===== config.mk =====
export PLATFORM = sky130hd
export DESIGN_NAME = wrr_xbar_arb_flat
export DESIGN_NICKNAME = d
export VERILOG_FILES = /design/src/rtl/wrr_xbar_arb_if.sv /design/src/rtl/wrr_xbar_arb.sv /design/src/flat_wrapper.sv
export SDC_FILE = /design/constraint.sdc
export NUM_CORES = 1
export LEC_CHECK = 0
export ABC_CLOCK_PERIOD_IN_PS = 9100
export CAP_MARGIN = 0
export CORE_AREA = 2 2 244 246
export DETAILED_ROUTE_END_ITERATION = 10
export DIE_AREA = 0 0 246 248
export GPL_TIMING_DRIVEN = 0
export PLACE_DENSITY = 0.42
export SETUP_SLACK_MARGIN = 0.3
export SLEW_MARGIN = 0
export SYNTH_ARGS = -nofsm -noshare
export SYNTH_HDL_FRONTEND = slang
export SYNTH_SLANG_ARGS = --single-unit

===== constraint.sdc =====
create_clock -name clk -period 9.1 [get_ports clk]
set_input_delay 2.275 -clock clk [delete_from_list [all_inputs] [get_ports clk]]
set_output_delay 2.275 -clock clk [all_outputs]
set_load 0.05 [all_outputs]

===== src/rtl/wrr_xbar_arb_if.sv =====
// Master-side and fabric-side bundle for the weighted round-robin arbiter/router.
interface wrr_xbar_arb_if #(
  parameter int unsigned NUM_M = 4,
  parameter int unsigned NUM_S = 4,
  parameter int unsigned AW    = 32,
  parameter int unsigned DW    = 32,
  parameter int unsigned WT_W  = 4
);
  logic [NUM_M-1:0]      m_req;
  logic [NUM_M-1:0]      m_xfr;
  logic [NUM_M-1:0]      m_rw;
  logic [NUM_M*AW-1:0]   m_addr;
  logic [NUM_M*DW-1:0]   m_wdata;
  logic [NUM_M*WT_W-1:0] m_weight;
  logic [NUM_M-1:0]      m_grant;
  logic [NUM_M*DW-1:0]   m_rdata;
  logic [NUM_S-1:0]      s_sel;
  logic [NUM_S-1:0]      s_rw;
  logic [AW-1:0]         s_addr;
  logic [DW-1:0]         s_wdata;
  logic [NUM_S*DW-1:0]   s_rdata;
  logic                  dec_err;
  logic                  timeout;

  // Environment side: masters plus slave read-data return.
  modport master (
    output m_req, m_xfr, m_rw, m_addr, m_wdata, m_weight, s_rdata,
    input  m_grant, m_rdata, s_sel, s_rw, s_addr, s_wdata, dec_err, timeout
  );

  // Arbiter side.
  modport slave (
    input  m_req, m_xfr, m_rw, m_addr, m_wdata, m_weight, s_rdata,
    output m_grant, m_rdata, s_sel, s_rw, s_addr, s_wdata, dec_err, timeout
  );
endinterface


===== src/rtl/wrr_xbar_arb.sv =====
// Weighted round-robin bus arbiter with address-decoded slave routing.
// Optional WRR_TIMEOUT_EN adds an idle-hold counter that force-releases a silent owner.
module wrr_xbar_arb #(
  parameter int unsigned NUM_M   = 4,
  parameter int unsigned NUM_S   = 4,
  parameter int unsigned AW      = 32,
  parameter int unsigned DW      = 32,
  parameter int unsigned WT_W    = 4,
  parameter logic [15:0] BASE_HI = 16'hFFEF,
  parameter logic [3:0]  WIN_ID  = 4'h2,
  parameter int unsigned TIMEOUT = 64
) (
  input  logic           clk,
  input  logic           rst,
  wrr_xbar_arb_if.slave  bus
);
  localparam int unsigned PW = (NUM_M > 1) ? $clog2(NUM_M) : 1;

  typedef enum logic {ST_IDLE, ST_OWNED} state_t;

  state_t           r_state, w_state_nxt;
  logic [NUM_M-1:0] r_grant, w_grant_nxt;
  logic [PW-1:0]    r_owner, w_owner_nxt;
  logic [PW-1:0]    r_ptr, w_ptr_nxt;
  logic [WT_W-1:0]  r_credit, w_credit_nxt;

  logic             w_owned, w_own_req, w_own_xfr, w_release, w_hold_exp;
  logic             w_found;
  logic [PW-1:0]    w_win;
  logic [31:0]      w_scan;
  logic [WT_W-1:0]  w_win_wt;
  logic [AW-1:0]    w_addr;
  logic             w_hit;

  assign w_owned   = (r_state == ST_OWNED);
  assign w_own_req = bus.m_req[r_owner];
  assign w_own_xfr = bus.m_xfr[r_owner];
  assign w_win_wt  = bus.m_weight[w_win*WT_W +: WT_W];

  // First requester starting at r_ptr, wrapping modulo NUM_M.
  always_comb begin
    w_found = 1'b0;
    w_win   = '0;
    w_scan  = '0;
    for (int unsigned i = 0; i < NUM_M; i++) begin
      w_scan = 32'(r_ptr) + i;
      if (w_scan >= NUM_M) w_scan = w_scan - NUM_M;
      if (!w_found && bus.m_req[PW'(w_scan)]) begin
        w_found = 1'b1;
        w_win   = PW'(w_scan);
      end
    end
  end

  always_ff @(posedge clk) begin
    if (rst) begin
      r_state  <= ST_IDLE;
      r_grant  <= '0;
      r_owner  <= '0;
      r_ptr    <= '0;
      r_credit <= '0;
    end else begin
      r_state  <= w_state_nxt;
      r_grant  <= w_grant_nxt;
      r_owner  <= w_owner_nxt;
      r_ptr    <= w_ptr_nxt;
      r_credit <= w_credit_nxt;
    end
  end

  // Release ends a tenure and hands over on the same edge, so there is no dead cycle.
  always_comb begin
    w_state_nxt  = r_state;
    w_grant_nxt  = r_grant;
    w_owner_nxt  = r_owner;
    w_ptr_nxt    = r_ptr;
    w_credit_nxt = r_credit;
    w_release    = !w_owned || !w_own_req ||
                   (w_own_xfr && (r_credit == WT_W'(1))) || w_hold_exp;
    if (w_release) begin
      if (w_found) begin
        w_state_nxt  = ST_OWNED;
        w_grant_nxt  = NUM_M'(1) << w_win;
        w_owner_nxt  = w_win;
        w_ptr_nxt    = (w_win == PW'(NUM_M - 1)) ? '0 : w_win + PW'(1);
        w_credit_nxt = (w_win_wt == '0) ? WT_W'(1) : w_win_wt;
      end else begin
        w_state_nxt  = ST_IDLE;
        w_grant_nxt  = '0;
        w_credit_nxt = '0;
      end
    end else if (w_own_xfr) begin
      w_credit_nxt = r_credit - WT_W'(1);
    end
  end

`ifdef WRR_TIMEOUT_EN
  localparam int unsigned HW = $clog2(TIMEOUT) + 1;
  logic [HW-1:0] r_hold;
  logic          r_timeout;

  assign w_hold_exp = w_owned && !w_own_xfr && (r_hold == HW'(TIMEOUT - 1));

  always_ff @(posedge clk) begin
    if (rst) begin
      r_hold    <= '0;
      r_timeout <= 1'b0;
    end else begin
      r_timeout <= w_hold_exp && w_own_req;
      if (!w_owned || w_own_xfr || w_release) r_hold <= '0;
      else                                    r_hold <= r_hold + HW'(1);
    end
  end

  assign bus.timeout = r_timeout;
`else
  logic w_unused_timeout;
  assign w_unused_timeout = ^32'(TIMEOUT);
  assign w_hold_exp       = 1'b0;
  assign bus.timeout      = 1'b0;
`endif

  assign bus.m_grant = r_grant;

  assign w_addr = bus.m_addr[r_owner*AW +: AW];
  assign w_hit  = (w_addr[31:16] == BASE_HI) && (w_addr[11:8] == WIN_ID) &&
                  (32'(w_addr[15:12]) < NUM_S);

  // Routing follows the registered owner only.
  always_comb begin
    bus.s_sel   = '0;
    bus.s_rw    = '0;
    bus.s_addr  = '0;
    bus.s_wdata = '0;
    bus.m_rdata = '0;
    bus.dec_err = 1'b0;
    if (w_owned) begin
      bus.s_rw    = {NUM_S{bus.m_rw[r_owner]}};
      bus.s_addr  = w_addr;
      bus.s_wdata = bus.m_wdata[r_owner*DW +: DW];
      bus.dec_err = !w_hit;
      for (int unsigned s = 0; s < NUM_S; s++) begin
        if (w_hit && (w_addr[15:12] == 4'(s))) begin
          bus.s_sel[s]                   = 1'b1;
          bus.m_rdata[r_owner*DW +: DW]  = bus.s_rdata[s*DW +: DW];
        end
      end
    end
  end
endmodule

===== src/flat_wrapper.sv =====
// flat-port wrapper written by rule: the top's interface ports become plain ports
module wrr_xbar_arb_flat 
#(
  parameter int unsigned NUM_M   = 4,
  parameter int unsigned NUM_S   = 4,
  parameter int unsigned AW      = 32,
  parameter int unsigned DW      = 32,
  parameter int unsigned WT_W    = 4,
  parameter logic [15:0] BASE_HI = 16'hFFEF,
  parameter logic [3:0]  WIN_ID  = 4'h2,
  parameter int unsigned TIMEOUT = 64
)
  (clk, rst, bus_m_req, bus_m_xfr, bus_m_rw, bus_m_addr, bus_m_wdata, bus_m_weight, bus_s_rdata, bus_m_grant, bus_m_rdata, bus_s_sel, bus_s_rw, bus_s_addr, bus_s_wdata, bus_dec_err, bus_timeout);
  wrr_xbar_arb_if #(.NUM_M(NUM_M), .NUM_S(NUM_S), .AW(AW), .DW(DW), .WT_W(WT_W)) bus_i ();
  input  logic clk;
  input  logic rst;
  input wire logic [$bits(bus_i.m_req)-1:0] bus_m_req;
  input wire logic [$bits(bus_i.m_xfr)-1:0] bus_m_xfr;
  input wire logic [$bits(bus_i.m_rw)-1:0] bus_m_rw;
  input wire logic [$bits(bus_i.m_addr)-1:0] bus_m_addr;
  input wire logic [$bits(bus_i.m_wdata)-1:0] bus_m_wdata;
  input wire logic [$bits(bus_i.m_weight)-1:0] bus_m_weight;
  input wire logic [$bits(bus_i.s_rdata)-1:0] bus_s_rdata;
  output wire logic [$bits(bus_i.m_grant)-1:0] bus_m_grant;
  output wire logic [$bits(bus_i.m_rdata)-1:0] bus_m_rdata;
  output wire logic [$bits(bus_i.s_sel)-1:0] bus_s_sel;
  output wire logic [$bits(bus_i.s_rw)-1:0] bus_s_rw;
  output wire logic [$bits(bus_i.s_addr)-1:0] bus_s_addr;
  output wire logic [$bits(bus_i.s_wdata)-1:0] bus_s_wdata;
  output wire logic [$bits(bus_i.dec_err)-1:0] bus_dec_err;
  output wire logic [$bits(bus_i.timeout)-1:0] bus_timeout;
  assign bus_i.m_req = bus_m_req;
  assign bus_i.m_xfr = bus_m_xfr;
  assign bus_i.m_rw = bus_m_rw;
  assign bus_i.m_addr = bus_m_addr;
  assign bus_i.m_wdata = bus_m_wdata;
  assign bus_i.m_weight = bus_m_weight;
  assign bus_i.s_rdata = bus_s_rdata;
  assign bus_m_grant = bus_i.m_grant;
  assign bus_m_rdata = bus_i.m_rdata;
  assign bus_s_sel = bus_i.s_sel;
  assign bus_s_rw = bus_i.s_rw;
  assign bus_s_addr = bus_i.s_addr;
  assign bus_s_wdata = bus_i.s_wdata;
  assign bus_dec_err = bus_i.dec_err;
  assign bus_timeout = bus_i.timeout;
  wrr_xbar_arb #(.NUM_M(NUM_M), .NUM_S(NUM_S), .AW(AW), .DW(DW), .WT_W(WT_W), .BASE_HI(BASE_HI), .WIN_ID(WIN_ID), .TIMEOUT(TIMEOUT)) u_core (.clk(clk), .rst(rst), .bus(bus_i));
endmodule

# Word level (Yosys, flattened, before mapping)
# Index checks and enable logic that the tools add are counted.
[totals]
register_bits = 13
latch_bits = 0
ramBits = 0
mem_bits_ro = 0
out_inout_bits = 206
mem_count = 0
[op_classes]
addsub = 10
multipliers = 0
n_div = 0
n_lt_le_gt_ge = 10
eq_ne = 7
shift = 9
n_mux = 53
bitwise_logic = 1
n_reduce_logical = 22
[op_table]
columns = ["op", "n"]
rows = [
  ["128-bit 2-to-1 mux", 8],
  ["32-bit by 34-bit indexed part select with 128-bit output", 4],
  ["128-bit bitwise mux", 3],
  ["128-bit by 8-bit indexed part select with 32-bit output", 2],
  ["128-bit AND", 1],
  ["32-bit by 34-bit variable shift with 128-bit output, first input constant", 1],
  ["32-bit 2-to-1 mux", 2],
  ["7-bit negation with 34-bit output", 1],
  ["4-bit 2-to-1 mux", 7],
  ["2-bit 2-to-1 mux", 9],
  ["1-bit 2-to-1 mux", 17],
  ["16-bit equality test, second input constant", 1],
  ["16-bit by 5-bit indexed part select with 4-bit output", 1],
  ["2-bit by 3-bit < comparator with 1-bit output, second input constant", 5],
  ["1-bit binary-select mux with 2-bit select", 7],
  ["4-bit by 2-bit equality test with 1-bit output, second input constant", 3],
  ["1-bit logical AND", 10],
  ["3-bit >= comparator, second input constant", 3],
  ["4-bit by 1-bit equality test with 1-bit output, second input constant", 2],
  ["4-bit logical NOT", 2],
  ["2-bit by 1-bit subtractor with 2-bit output, second input constant", 4],
  ["2-bit by 2-bit adder with 3-bit output, second input constant", 2],
  ["1-bit logical NOT", 6],
  ["4-bit by 3-bit < comparator with 1-bit output, second input constant", 1],
  ["other kinds (9)", 10],
]

# Depth between registers and ports, before layout
# Gate-level depths: netlist (run 1).
[depth]
ltp_word = 19
ltp_mapped = 15

# Least setup slack after synthesis (run 1)
# OpenSTA, ideal clock, no wires.
[synth_timing]
path_type = "input -> output"
start = "in bus_m_addr[107]"
end = "out bus_m_rdata[82]"
arrival_time_ns = 6.303
path_slack_ns = 0.522
cell_stages = 7
n_path_buf = 1
path_cell_list = "mux4_2 > or4b_1 > or4_4 > nor2_1 > nand2_1 > clkbuf_1 > o311ai_0"
[synth_via]
elab_chain_cells = 16
word_cells_on_any_way = 19
cone_classes = "eq/ne: 1; shift: 1; mux: 11; reduce/logical: 6"
[synth_rtl]
columns = ["element", "line", "source"]
rows = [
  ["from (decl)", "flat_wrapper.sv:20", "input wire logic [$bits(bus_i.m_addr)-1:0] bus_m_addr;"],
  ["128-bit by 8-bit indexed part select with 32-bit output *", "wrr_xbar_arb.sv:125", "assign w_addr = bus.m_addr[r_owner*AW +: AW];"],
  ["4-bit by 2-bit equality test with 1-bit output *", "wrr_xbar_arb.sv:126", "assign w_hit = (w_addr[31:16] == BASE_HI) && (w_addr[11:8] == WIN_ID) &&"],
  ["1-bit logical AND * (2 in a row)", "wrr_xbar_arb.sv:126", ""],
  ["1-bit logical AND", "wrr_xbar_arb.sv:143", "if (w_hit && (w_addr[15:12] == 4'(s))) begin"],
  ["128-bit 2-to-1 mux", "wrr_xbar_arb.sv:143", ""],
  ["128-bit 2-to-1 mux", "wrr_xbar_arb.sv:137", "if (w_owned) begin"],
  ["128-bit bitwise mux", "wrr_xbar_arb.sv:145", "bus.m_rdata[r_owner*DW +: DW] = bus.s_rdata[s*DW +: DW];"],
  ["128-bit 2-to-1 mux", "wrr_xbar_arb.sv:143", ""],
  ["128-bit 2-to-1 mux", "wrr_xbar_arb.sv:137", ""],
  ["128-bit bitwise mux", "wrr_xbar_arb.sv:145", ""],
  ["128-bit 2-to-1 mux", "wrr_xbar_arb.sv:143", ""],
  ["128-bit 2-to-1 mux", "wrr_xbar_arb.sv:137", ""],
  ["128-bit bitwise mux", "wrr_xbar_arb.sv:145", ""],
  ["128-bit 2-to-1 mux *", "wrr_xbar_arb.sv:143", ""],
  ["128-bit 2-to-1 mux *", "wrr_xbar_arb.sv:137", ""],
  ["to (decl)", "flat_wrapper.sv:25", "output wire logic [$bits(bus_i.m_rdata)-1:0] bus_m_rdata;"],
]
# Mark *: on every way between the ends. The rest lies on a longest branch, timed or not. The select of a mux whose other input is x is not followed.

# Worst setup path after layout (run 1)
[layout_timing]
start = "in bus_m_addr[42]"
end = "out bus_m_rdata[123]"
# The elaborated chain is that of the path after synthesis.

==> results.ini, run 1 <==
[clocking]
cts_max_level=1
clk_pin_slew_ps=50
cts_root_buf=clkbuf_16
cts.sinks=13
cts_buffers=3
clkLatencyLatePin_ps=240
cts_tree=built
cts.path.max_buffers=2
cts_hold_buf=0

[drt]
wl_met2_mm=32.94
vias_per_cell=4.663
wl_met1_mm=24.56
drt_iter0_drc=691
vias=10724
drc_errors=0
first_pass_iters=5
wl_met3_mm=4.660
wl_mm=63.40
wl_per_cell_um=27.56
ant_nets=0
top_layer=met5

[run]
maxCapViolCount=0

[power_and_ir_drop]
swShare_pct=51.39
finalPower_uw=1159
power.switching_uw=595.6
p_comb_share_pct=86.1
vdd_drop_max_mv=0.05586
power.leakage_uw=0.004876
clkPwrFrac_pct=7.2
internal-power_uw=563.3
powerDensity_nw_per_um2=82.84
pwr-share-seq_pct=6.7

[floorplanning]
die_y_um=248
start_util_pct=11.51
io_pins=620
die-area_um2=61010
die_width_um=246
core_um2=58460
rows=89

[yosys]
seq_area_frac_synth_pct=3.868
synth_ff_type=dfxtp_1
yosys_warnings=0
synth_edf_count=0
async_flop_share_pct=0
synth_cell_types=61
ys_ff_latch=13
syn_nets=1318
syn_area_per_cell_um2=7.534
synth_cells=893
syn_area_um2=6728

[global_routing]
grt_pass1_wl_mm=85.26
grt_max_degree=11
grt_pass1_vias=10950
grt_overflow=0
grt_util_all_layers_pct=19.53
antenna_found_initial=4

[outcome]
outcome=completed

[finish]
design_area_um2=13990
nets=1953
drive_above_1_share_pct=14.41
diodes=0
areaGrowthSynthToFinish_pct=107.9

[sta]
relSlewSlack_pct=20.47
slew_viol_final=0
worst_pin_slew_ps=1160
skew_ps=3.976
fin_crit_ps=8992
post-route-period-util_pct=98.81
rsz0062_at_grt=true
setup_viol=0
finalHoldViolCount=0
fmax_mhz=111.2

[setup_path]
worst_setup_path_start_kind=input port
critical_path.cell_chain=clkdlybuf4s50_1, mux4_2, or4b_1, or4_4, or3_1, clkbuf_1, nor2_4, buf_2, a32o_1, clkdlybuf4s50_1
endpoint_kind=output port
cpPeakStageDelay_ps=840
worstPathRequired_ps=6830
slowest_stage=clkdlybuf4s50_1
crit_top_cell=clkdlybuf4s50_1
path_class=in -> out
crit_fanout=10
worst_ep_arrival_time_ps=6720

[place]
dpl_cell_area_um2=13890
hpwl_mm=54.73
place.gp.congestion=0.9341
io_buffers=618

[hold_path]
min_path_type=reg -> reg

Yosys cell counts (2+ instances only):
cell type	number	area, um^2
a211o_1	14	122.6
a211oi_1	5	37.54
a21oi_1	37	185.2
a221oi_2	4	60.06
a22o_1	17	148.9
a22oi_1	25	187.7
a32o_1	14	140.1
a32oi_1	3	26.28
a41oi_1	4	35.03
and2_1	80	500.5
and3_1	8	50.05
buf_1	8	30.03
buf_2	11	55.05
buf_4	6	45.04
buf_6	2	22.52
clkbuf_1	74	277.8
dfxtp_1	13	260.3
ha_1	11	137.6
inv_1	8	30.03
mux2_2	14	157.7
mux2i_1	37	370.4
mux4_2	69	1554
nand2_1	132	495.5
nand2b_1	4	25.02
nand3_1	109	545.5
nand4_1	4	25.02
nor2_1	44	165.2
nor2b_1	3	18.77
nor3_1	27	135.1
nor4_1	6	37.54
o211a_1	4	40.04
o211ai_1	10	75.07
o21ai_0	6	30.03
o22ai_1	2	12.51
o311ai_0	41	359.1
o311ai_1	9	78.83
or3_1	3	18.77
xnor2_1	2	17.52
final timing paths:
kind	start	to	slack, ps	depth (start not counted)
min	u_core.bus.m_grant[3]	u_core.bus.m_grant[3]	450	2
max	bus_m_addr[42]	bus_m_rdata[123]	110	10
min reg2reg	u_core.bus.m_grant[3]	u_core.bus.m_grant[3]	450	2
max reg2reg	u_core.r_owner[1]	u_core.r_ptr[1]	5380	11
layer usage:
layer	track usage, %	vias to the layer above
met4	3.708	2
met2	37.10	640
met3	3.093	69
met1	22.98	5258
li1	-	4755
met5	0	-
cells by family (layout without fill, tap and decap cells):
| family | count (synthesis) | after routing | share of synthesized area (%) |
|---|---|---|---|
| and+or+nand+nor | 430 | 430 | 31.56 |
| AOI/OAI and AO/OA | 205 | 205 | 24.23 |
| muxes | 120 | 120 | 30.95 |
| buffers and inverters | 110 | 744 | 6.900 |
| DFF | 13 | 13 | 3.868 |
| adders and majority gates | 11 | 11 | 2.046 |
| xor gates and xnor gates | 3 | 3 | 0.3906 |
| other | 1 | 1 | 0.05574 |
through the flow:
step                std cells  hold slack (ps)  TNS, ps  setup WS, ps  util [%]
global placement         2284            447.0   -38980         -1289     23.74
CTS                      2291            456.2        0         39.29     23.95
global route             2300            465.1        0         29.47     23.93
finish                   2300            453.4        0         107.9     23.93
floorplan                 893            537.8        0         522.1         -
detailed placement       2285            447.2   -38860         -1316     23.77
critical path: cells and delay by family:
family / cells / cell delay (ps)
AOI/OAI and AO/OA: 1 / 200
muxes: 1 / 500
buffers and inverters: 4 / 1870
and+or+nand+nor: 4 / 1830
flip-flops by register name, summed over array words and instances, names as in the netlist:
name	flops
u_core.bus.m_grant	4
u_core.r_owner	2
u_core.r_ptr	2
u_core.r_credit	4
u_core.r_state	1
final cells by class:
class / instances / area, um^2
Timing Repair Buffer: 630 / 6091
Multi-Input combinational cell: 770 / 6108
Buffer: 101 / 449.2
Inverter: 9 / 33.78
Clock buffer: 4 / 78.83
Fill cell: 6494 / 44470
Tap cell: 773 / 967.2
Sequential cell: 13 / 260.3
power by group through the flow:
stage / combinational, uW / sequential [uW] / clock, uW
after floorplan: 517 / 84.3 / 0
after global placement: 996 / 78.6 / 0
after detailed placement: 999 / 78.9 / 0
after CTS: 1010 / 78.0 / 83.3
after global routing: 1050 / 79.5 / 85.6
final: 998 / 77.8 / 83.1
layout by cell type (no fill, tap or decap), drive strengths merged, types with 2 or more instances in the layout:
| cell | Yosys | routed |
|---|---|---|
| mux4 | 69 | 69 |
| clkdlybuf4s15 | 0 | 20 |
| nand2b | 4 | 4 |
| mux2 | 14 | 14 |
| mux2i | 37 | 37 |
| nor2b | 3 | 3 |
| a21oi | 37 | 37 |
| clkdlybuf4s50 | 0 | 526 |
| a32oi | 3 | 3 |
| inv | 8 | 8 |
| nand4 | 4 | 4 |
| and2 | 80 | 80 |
| a221oi | 5 | 5 |
| or3 | 3 | 3 |
| a211o | 14 | 14 |
| nor3 | 28 | 28 |
| dlymetal6s2s | 0 | 9 |
| dfxtp | 13 | 13 |
| dlygate4sd2 | 0 | 18 |
| clkbuf | 74 | 121 |
| o211ai | 10 | 10 |
| nand2 | 132 | 132 |
| a22o | 17 | 17 |
| nor2 | 45 | 45 |
| nand3 | 109 | 109 |
| or4 | 2 | 2 |
| o311ai | 50 | 50 |
| a32o | 14 | 14 |
| xnor2 | 2 | 2 |
| o22ai | 2 | 2 |
| o21ai | 6 | 6 |
| a41oi | 4 | 4 |
| and3 | 8 | 8 |
| a22oi | 25 | 25 |
| o211a | 4 | 4 |
| ha | 11 | 11 |
| nor4 | 7 | 7 |
| buf | 27 | 40 |
| a211oi | 5 | 5 |
timing repair:
action,CTS,global route
endpoints found under the hold margin,0,0
pin swaps,2,2
setup buffers,2,9
endpoints found under the setup margin,125,105
gates cloned,0,0
resized for setup,164,154
Power figures use the tool's default switching activity.
==> run 2: changes to the inputs <==
--- a/config.mk
+++ b/config.mk
@@ -7,11 +7,12 @@
 export LEC_CHECK = 0
 export ABC_CLOCK_PERIOD_IN_PS = 9100
 export CAP_MARGIN = 0
-export CORE_AREA = 2 2 244 246
+export CORE_AREA = 2 2 240 242
 export DETAILED_ROUTE_END_ITERATION = 10
-export DIE_AREA = 0 0 246 248
+export DIE_AREA = 0 0 242 244
 export GPL_TIMING_DRIVEN = 0
-export PLACE_DENSITY = 0.42
+export PLACE_DENSITY = 0.43
+export RECOVER_POWER = 25
 export SETUP_SLACK_MARGIN = 0.3
 export SLEW_MARGIN = 0
 export SYNTH_ARGS = -nofsm -noshare
==> results.ini, run 2 (synthesized netlist as in run 1, its figures left out) <==
[outcome]
outcome=completed

[finish]
final_core_util_pct=24.89
design_area_um2=13980
areaGrowthSynthToFinish_pct=107.8
layout_commonest_cell=clkdlybuf4s50_1
drive_above_1_share_pct=13.05
fillers=6278
mostFrequentLayoutCells=clkdlybuf4s50_1 (484), nand2_1 (132), nand3_1 (108)
nets=1951

[run]
maxCapViolCount=0

[floorplanning]
core_um2=56170
rows=87
io_pins=620
die_y_um=244
start_util_pct=11.98
die_width_um=242
die-area_um2=59050

[global_routing]
grt_pass1_vias=11209
grt_pass1_wl_mm=86.77
grt_util_all_layers_pct=20.34
antenna_found_initial=12
grt_max_degree=11
grt_overflow=0

[sta]
setup_ws_ps=336.3
fin_crit_ps=8764
worst_pin_slew_ps=1339
relSlewSlack_pct=9.570
post-route-period-util_pct=96.30
slew_viol_final=0
finalHoldViolCount=0
rsz0062_at_grt=false
setup_viol=0
holdWs_ps=455.9
skew_ps=3.243
fmax_mhz=114.1

[clocking]
cts.path.max_buffers=2
clk_pin_slew_ps=50
cts.sinks=13
clkLatencyLatePin_ps=240
cts_tree=built
cts_root_buf=clkbuf_16
cts_buffers=3
cts_max_level=1

[drt]
wl_mm=63.66
wl_per_cell_um=27.85
drc_errors=0
vias_per_cell=4.706
vias=10759
drt_iter0_drc=1024
ant_nets=0
first_pass_iters=5

[power_and_ir_drop]
vdd_drop_max_mv=0.05785
powerDensity_nw_per_um2=82.90
power.leakage_uw=0.005113

[hold_path]
holdCritStartpoint=u_core.bus.m_grant[0]
min_path_type=reg -> reg

[setup_path]
rr_worst_depth=10
path_class=in -> out
endpoint_kind=output port
setup.worst_path.start=bus_m_addr[42]
worstPathRequired_ps=6830
worst_setup_path_start_kind=input port
cp-endpoint=bus_m_rdata[8]
reg2reg_from=u_core.r_owner[0]
r2r_slack_ps=5070
worst_ep_arrival_time_ps=6490
reg2reg_to=u_core.r_ptr[1]
crit_fanout=10

[place]
dp_slack_ps=-1245
place.gp.congestion=0.9323
io_buffers=618
dpl_cell_area_um2=13880
hpwl_mm=54.69

==> run 2: cell types whose count changed in the layout (fill, tap and decap cells not counted), moves of 2 or more <==
cell             delta
buf_1               -4
clkbuf_1            +5
clkdlybuf4s15_2    -12
dlymetal6s2s_1      +7
clkdlybuf4s15_1     +2
clkbuf_2            -7
o311ai_2            -2
clkdlybuf4s50_1    -42
dlygate4sd2_1      +12
o311ai_0            +3
dlygate4sd3_1      +40
diode_2             +5
==> run 2: layout make-up <==
cell class / instances / area, um^2 / share of cell area (%)
multi-input combinational: 770 / 6115 / 43.74
timing repair buffer: 628 / 6086 / 43.53
sequential: 13 / 260.3 / 1.862
buffer: 101 / 447.9 / 3.204
clock buffer: 4 / 78.83 / 0.5639
antenna: 5 / 12.51 / 0.08950
inverter: 9 / 33.78 / 0.2417
tap: 756 / 945.9 / 6.766
==> run 2: power breakdown <==
group	switching [uW]	total, uW	internal [uW]
combinational	568	998	430
clock	23.9	83.0	59.1
sequential	9.96	77.9	67.9
==> run 2: metal layers <==
metal | global-route usage (%) | wire [um] | share of wire [%]
met1 | 23.61 | 24830 | 39
met2 | 38.19 | 32870 | 52
met3 | 3.567 | 4517 | 7.1
met4 | 5.392 | 1447 | 2.3
met5 | 0 | 0 | 0
==> run 2: worst min-delay path by stage <==
stage                                        to  slack [ps]  cells past startpoint
after floorplan                 u_core.r_ptr[1]         540                      2
after global placement    u_core.bus.m_grant[0]         440                      2
after detailed placement  u_core.bus.m_grant[0]         460                      2
after CTS                 u_core.bus.m_grant[0]         460                      2
after global routing      u_core.bus.m_grant[0]         490                      2
final                     u_core.bus.m_grant[0]         460                      2
==> run 2: timing repair <==
| item | 4_1_cts | 5_1_grt |
|---|---|---|
| pin swaps | 2 | 2 |
| gates resized for setup | 133 | 138 |
| hold buffers | 0 | 0 |
| buffers inserted | 4 | 5 |
| endpoints found under the setup margin | 120 | 90 |
==> run 2: worst max-delay path: stages <==
cell,delay [ps]
clkdlybuf4s50_1,450
mux4_2,500
or4b_1,560
or4_4,590
nor2_2,330
nand2_1,260
clkbuf_1,440
o311ai_0,680
clkbuf_2,390
==> run 2: metrics by stage <==
stage | std cells | setup TNS (ps) | power (uW)
final | 2286 | 0 | 1159
after global routing | 2286 | 0 | 1215
after CTS | 2276 | 0 | 1173
after detailed placement | 2268 | -32920 | 1083
after global placement | 2267 | -31880 | 1078
after floorplan | 893 | 0 | 601.1
